**src/rtl/memory_access_unit.sv**
```systemverilog
// memory_access_unit: executes one load/store at a time against a single-word
// req/ack data memory, then reports completion to the ROB and, for loads,
// writes the result back to the physical register file.

`ifndef ROB_LENGTH
`define ROB_LENGTH 16
`endif
`ifndef NUM_D_REG
`define NUM_D_REG 32
`endif

package mau_pkg;
  typedef enum logic {
    MEM_READ  = 1'b0,
    MEM_WRITE = 1'b1
  } MemOp;
endpackage

module memory_access_unit
  import mau_pkg::*;
#(
  parameter int ROB_AW = $clog2(`ROB_LENGTH),
  parameter int PR_AW  = $clog2(`NUM_D_REG),
  parameter int DATA_W = 8
) (
  input  logic              clk,
  input  logic              n_rst,
  // issue interface
  input  logic              in_valid,
  input  logic [ROB_AW-1:0] in_rob_addr,
  input  MemOp              in_mem_op,
  input  logic [PR_AW-1:0]  in_raw_addr,
  input  logic [PR_AW-1:0]  in_rt_addr,
  output logic              in_ready,
  // register file read ports
  output logic [PR_AW-1:0]  rf_ra_addr,
  output logic [PR_AW-1:0]  rf_rb_addr,
  input  logic [DATA_W-1:0] rf_ra_data,
  input  logic [DATA_W-1:0] rf_rb_data,
  // data memory
  output logic              dm_req,
  output logic              dm_we,
  output logic [DATA_W-1:0] dm_addr,
  output logic [DATA_W-1:0] dm_wdata,
  input  logic              dm_ack,
  input  logic [DATA_W-1:0] dm_rdata,
  // squash
  input  logic              flush,
  // write-back and completion
  output logic              wb_valid,
  output logic [PR_AW-1:0]  wb_reg,
  output logic [DATA_W-1:0] wb_data,
  output logic              done_valid,
  output logic [ROB_AW-1:0] done_rob_addr
);

  typedef enum logic [1:0] {
    IDLE   = 2'd0,
    ACCESS = 2'd1,
    RESP   = 2'd2
  } state_t;

  state_t              state;
  logic                kill;
  MemOp                op_q;
  logic [PR_AW-1:0]    dest_q;
  logic [ROB_AW-1:0]   rob_q;

  logic                dm_req_q;
  logic                dm_we_q;
  logic [DATA_W-1:0]   dm_addr_q;
  logic [DATA_W-1:0]   dm_wdata_q;
  logic                wb_q;
  logic [PR_AW-1:0]    wb_reg_q;
  logic [DATA_W-1:0]   wb_data_q;
  logic                done_q;
  logic [ROB_AW-1:0]   done_rob_q;

  logic                accept;

  // Acceptance is possible whenever the unit is idle or finishing; flush blocks it.
  always_comb begin
    in_ready = ((state == IDLE) || (state == RESP)) && !flush;
    accept   = in_valid && in_ready;
  end

  // Register-file read indices: the address register differs between loads and stores.
  always_comb begin
    rf_ra_addr = (in_mem_op == MEM_READ) ? in_rt_addr : in_raw_addr;
    rf_rb_addr = in_rt_addr;
  end

  // Memory-side and result outputs; RESP strobes are squashed by a same-cycle flush.
  always_comb begin
    dm_req        = dm_req_q;
    dm_we         = dm_we_q;
    dm_addr       = dm_addr_q;
    dm_wdata      = dm_wdata_q;
    wb_valid      = wb_q && !flush;
    wb_reg        = wb_reg_q;
    wb_data       = wb_data_q;
    done_valid    = done_q && !flush;
    done_rob_addr = done_rob_q;
  end

  // Control FSM with registered request and completion outputs.
  always_ff @(posedge clk or negedge n_rst) begin
    if (!n_rst) begin
      state      <= IDLE;
      kill       <= 1'b0;
      op_q       <= MEM_READ;
      dest_q     <= '0;
      rob_q      <= '0;
      dm_req_q   <= 1'b0;
      dm_we_q    <= 1'b0;
      dm_addr_q  <= '0;
      dm_wdata_q <= '0;
      wb_q       <= 1'b0;
      wb_reg_q   <= '0;
      wb_data_q  <= '0;
      done_q     <= 1'b0;
      done_rob_q <= '0;
    end else begin
      case (state)
        IDLE, RESP: begin
          // completion strobes last exactly one cycle
          done_q <= 1'b0;
          wb_q   <= 1'b0;
          if (accept) begin
            state     <= ACCESS;
            rob_q     <= in_rob_addr;
            op_q      <= in_mem_op;
            dest_q    <= in_raw_addr;
            dm_req_q  <= 1'b1;
            dm_we_q   <= (in_mem_op == MEM_WRITE);
            dm_addr_q <= rf_ra_data;
            if (in_mem_op == MEM_WRITE) begin
              dm_wdata_q <= rf_rb_data;
            end
          end else begin
            state <= IDLE;
          end
        end

        ACCESS: begin
          if (dm_ack) begin
            dm_req_q <= 1'b0;
            dm_we_q  <= 1'b0;
            kill     <= 1'b0;
            // a flush arriving with the ack counts as a kill too
            if (kill || flush) begin
              state <= IDLE;
            end else begin
              state      <= RESP;
              done_q     <= 1'b1;
              done_rob_q <= rob_q;
              if (op_q == MEM_READ) begin
                wb_q      <= 1'b1;
                wb_reg_q  <= dest_q;
                wb_data_q <= dm_rdata;
              end
            end
          end else if (flush) begin
            // the request stays up until acked; only the completion is dropped
            kill <= 1'b1;
          end
        end

        default: begin
          state <= IDLE;
        end
      endcase
    end
  end

endmodule

```
**config.mk**
```make
export PLATFORM = sky130hd
export DESIGN_NAME = memory_access_unit
export DESIGN_NICKNAME = d
export VERILOG_FILES = /design/src/rtl/memory_access_unit.sv
export SDC_FILE = /design/constraint.sdc
export NUM_CORES = 1
export LEC_CHECK = 0
export CAP_MARGIN = 20
export CORE_ASPECT_RATIO = 1.25
export CORE_UTILIZATION = 35
export DETAILED_ROUTE_END_ITERATION = 8
export GPL_TIMING_DRIVEN = 1
export PLACE_DENSITY = 0.69
export SLEW_MARGIN = 20
export SYNTH_ARGS = -nofsm -noshare
export SYNTH_HDL_FRONTEND = slang
export SYNTH_SLANG_ARGS = --single-unit
```
**constraint.sdc**
```tcl
create_clock -name clk -period 1.8 [get_ports clk]
set_clock_uncertainty 0.1 [all_clocks]
set_input_delay 0.27 -clock clk [delete_from_list [all_inputs] [get_ports clk]]
set_output_delay 0.27 -clock clk [all_outputs]
set_load 0.01 [all_outputs]
```
# ---- Word level (Yosys, flattened, before mapping)
# Index checks and enable logic that the tools add are counted.
dict set report totals {
  register_bits 50
  out_inout_bits 48
  word_cells 60
}
dict set report op_classes {
  eq_ne 6
  mux 19
  bitwise 2
  reduce_logical 19
}
# op n
set op_table {}
lappend op_table {{3-bit AND reduction} 4}
lappend op_table {{1-bit 2-to-1 mux} 11}
lappend op_table {{2-bit != test, second input constant} 4}
lappend op_table {{1-bit one-hot mux with 2 select lines} 4}
lappend op_table {{4-bit AND reduction} 2}
lappend op_table {{5-bit 2-to-1 mux} 1}
lappend op_table {{1-bit logical AND} 4}
lappend op_table {{2-bit 2-to-1 mux} 2}
lappend op_table {{2-bit one-hot mux with 2 select lines} 1}
lappend op_table {{2-bit AND reduction} 2}
lappend op_table {{2-bit nonzero test} 2}
lappend op_table {{2-bit by 1-bit equality test with 1-bit output, second input constant} 1}
lappend op_table {{2-bit equality test, second input constant} 1}
lappend op_table {{2-bit logical NOT} 1}
lappend op_table {{1-bit logical OR} 2}
lappend op_table {{1-bit inverter} 2}
lappend op_table {{2-bit OR reduction} 1}
lappend op_table {{1-bit logical NOT} 1}

# ---- Depth between registers and ports, before layout
# Gate-level depths: netlist of the first run.
dict set report depth {
  depth_word 6
  ltp_mapped 5
  depth_no_buf 3
}

# ---- Worst setup path before layout of the first run
# Ideal clock, no wire load.
dict set report synth_timing {
  path_type {register to register}
  start {reg state[0]}
  end {reg dm_wdata_q[0] (netlist: dm_wdata[0])}
  arrival_time_ns 1.324
  required_time_ns 1.575
  setup_slack_ns 0.250
  stages_incl_launch_ff 6
  n_path_buf 2
  period_less_slack_ns 1.550
  cell_sequence {dfrtp_1 > nor3b_2 > buf_6 > and2_1 > buf_6 > mux2_4}
}
dict set report synth_via {
  elab_chain_len 5
}
# element line_no
set synth_rtl {}
lappend synth_rtl {{from (decl)} 63} ;# state_t state;
lappend synth_rtl {{from (signal assigned)} 109} ;# state <= IDLE;
lappend synth_rtl {{from (signal assigned)} 130} ;# state <= ACCESS;
lappend synth_rtl {{from (signal assigned)} 141} ;# state <= IDLE;
lappend synth_rtl {{2-bit equality test or 2-bit logical NOT (tied branches)} {83, 124}}
lappend synth_rtl {{1-bit logical OR} 83} ;# in_ready = ((state == IDLE) || (state == RESP)) && !flush;
lappend synth_rtl {{1-bit logical AND} 83}
lappend synth_rtl {{1-bit logical AND} 84} ;# accept = in_valid && in_ready;
lappend synth_rtl {{3-bit AND reduction (no line) (*)} --}
lappend synth_rtl {{to (signal assigned)} 138} ;# dm_wdata_q <= rf_rb_data;
lappend synth_rtl {{to (decl)} 72} ;# logic [DATA_W-1:0] dm_wdata_q;
# Every way passes the cells marked *; elsewhere a longest branch is shown, timed or not.
# A chain may end at the register's enable or synchronous reset.

# ---- Worst setup path in the final report of the first run
dict set report layout_timing {
  start {in in_rt_addr[3]}
  end {out rf_rb_addr[3]}
}
# element line_no
set layout_lines {}
lappend layout_lines {{from (decl)} 33} ;# input logic [PR_AW-1:0] in_rt_addr,
lappend layout_lines {{to (decl)} 37} ;# output logic [PR_AW-1:0] rf_rb_addr,
# No word-level cell between the ends.

==> flow_summary.ini, run 1 <==
[timing]
worst_slack_ns = 0.0574
final.period_utilization_pct = 96.8
setup_tns_ns = 0
finalHoldViolCount = 0
slew_violations = 0
rsz0062_at_grt = false
max-slew-margin-rel_pct = 79.3
tightest_slew_ns = 0.310
setup_viol = 0
fin_crit_ns = 1.74
max_freq_mhz = 574

[critical_path]
worst-setup-path-type = input port to output pin
reg2reg_setup_slack_ns = 0.22
crit_chain = clkdlybuf4s50_1, buf_4, clkdlybuf4s50_1
crit_path_end_kind = output pin
worstPathMaxFanout = 2
cp_data_arrival_time_ns = 1.37
reg2reg_depth = 4
reg2reg_from = state[0]
crit_required_ns = 1.43
critPathLaunchType = input port
cp_slowest_cell = clkdlybuf4s50_1
cp_common_cell = clkdlybuf4s50_1
regToRegEndpoint = dm_wdata[4]
critPathMaxStageDelay_ns = 0.53

[synthesis]
syn_inst = 129
yosys.area.top_type = dfrtp_1
synth_fp_nets = 173
ys_seq_area_share_pct = 60.4
yosysUniqueCellTypes = 19
avgSynthCellArea_sq_um = 16.1
syn_area_sq_mm = 0.00207
synth_top_cell_area_share_pct = 60.4
ys.warnings.count = 0
synth_seq_cells = 50
synth_area_leaders = dfrtp_1, mux2_2, mux2_4, buf_4, buf_6

[clocking]
numCtsBuffers = 5
h-tree-depth = 2
cts_root_buffer = clkbuf_8
path_clk_slew_ns = 0.08
clk_latency_ns = 0.29
ctsLongestPathBuffers = 2
cts_tree = yes
post_cts_buffers = 0
cts_num_sinks = 50

[placed_design]
place.gp.congestion = 0.696
hpwl_mm = 3.15
port_buffers = 91
pre_cts_slack_ns = -0.332

[cells_and_area]
fillCellCount = 487
final_core_utilization_pct = 58.1
nets = 277
n_antenna_cell = 0
area_growth_pct = 56.0
mostFrequentLayoutCells = clkdlybuf4s50_1, dfrtp_1, mux2_2
layout.cells.most_common = clkdlybuf4s50_1
layout-drive-gt1-share_pct = 31.2

[drt]
ant_nets = 0
drt_iter0_markers = 84
drc = 16
vias = 1379
dr.pass1.iters = 5
routedWlPerCell_um = 14.3
routed_via_density = 4.63
routed_wl_mm = 4.26

[global_routing]
grt_pass1_vias = 1503
grt_max_degree = 39
grt_pass1_wl_mm = 7.16
grt_overflow = 0
antenna_found_initial = 0
track_usage_pct = 14.9

[die]
die_h_um = 88.0
rows = 30
pin_count = 92
core_area_sq_mm = 0.00556
die_x_um = 70.8
dieArea_sq_mm = 0.00623
initial_core_util_pct = 37.3

[power_and_ir_drop]
total_power_mw = 3.83
cellPowerDensity_mw_per_mm2 = 1180
ir_worst_vdd_uv = 526
leakagePower_nw = 1.45

[status]
status = finished, violations left
violations = DRC

[hold_path]
hold_class = input port to async pin

[job]
cap_violations = 0
==> cell usage after synthesis (all sizes together) <==
cell type	instances
a21o	2
a21oi	2
a31o	1
and2	1
and2b	2
buf	9
dfrtp	50
inv	2
mux2	47
nand2	5
nand3b	1
nor2	1
nor2b	2
nor3b	2
o21a	1
o21ai	1
==> through the flow <==
step                      instance area [sq um]  cells  hold WS, ns
after global placement                     3120    289       0.0776
final                                      3230    298        0.293
after floorplan                            2070    129       -0.126
after CTS                                  3230    298        0.291
after detailed placement                   3120    289       0.0800
after global routing                       3230    298        0.305
==> routing by layer <==
metal  global-route usage, %  wire length, um
met1                    18.1             1830
met2                    25.2             2050
met3                    4.60              322
met4                    5.45               61
met5                       0                0
==> area by class of cell <==
class | count | area (sq um) | share of cell area (%)
Clock buffer | 7 | 76.3 | 2.36
Clock inverter | 1 | 30.0 | 0.930
Inverter | 2 | 7.51 | 0.232
Multi-Input combinational cell | 68 | 733 | 22.7
Sequential cell | 50 | 1250 | 38.7
Tap cell | 64 | 80.1 | 2.48
Timing Repair Buffer | 106 | 1050 | 32.5
==> repair_timing <==
item | in CTS | in global routing
hold endpoints to repair | 12 | 0
gates resized for setup | 10 | 0
hold buffers | 1 | 0
setup endpoints to repair | 8 | 0
==> power by group <==
part           internal, mW  switching, mW
clock network         0.416          0.346
logic                 0.963          0.446
registers              1.47          0.183
==> worst max-delay path by stage <==
stage | from | end | slack [ns] | cells past startpoint
global placement | in_mem_op | rf_ra_addr[3] | -0.33 | 3
global route | in_rt_addr[3] | rf_rb_addr[3] | 0.03 | 3
floorplan | state[0] | dm_wdata[0] | 0.25 | 5
finish | in_rt_addr[3] | rf_rb_addr[3] | 0.06 | 3
detailed placement | in_mem_op | rf_ra_addr[2] | -0.33 | 3
CTS | in_rt_addr[3] | rf_rb_addr[3] | 0.05 | 3
==> critical path: cells and delay by family <==
family | cells | cell delay, ns
buffers and inverters | 3 | 1.10
==> cell families (layout without fill, tap and decap cells) <==
family,after synthesis,count (layout),synth area share (%)
mux,47,47,28.6
compound gates,7,7,2.24
flops,50,50,60.4
simple gates,14,14,4.53
buf+inv,11,116,4.17
(Power assumes the default switching activity.)
==> run 2, diff against run 1 <==
- CTS_CLUSTER_DIAMETER: unset -> 200
==> results of run 2 <==
No change in the layout: final DEF, timing and power equal those of run 1.
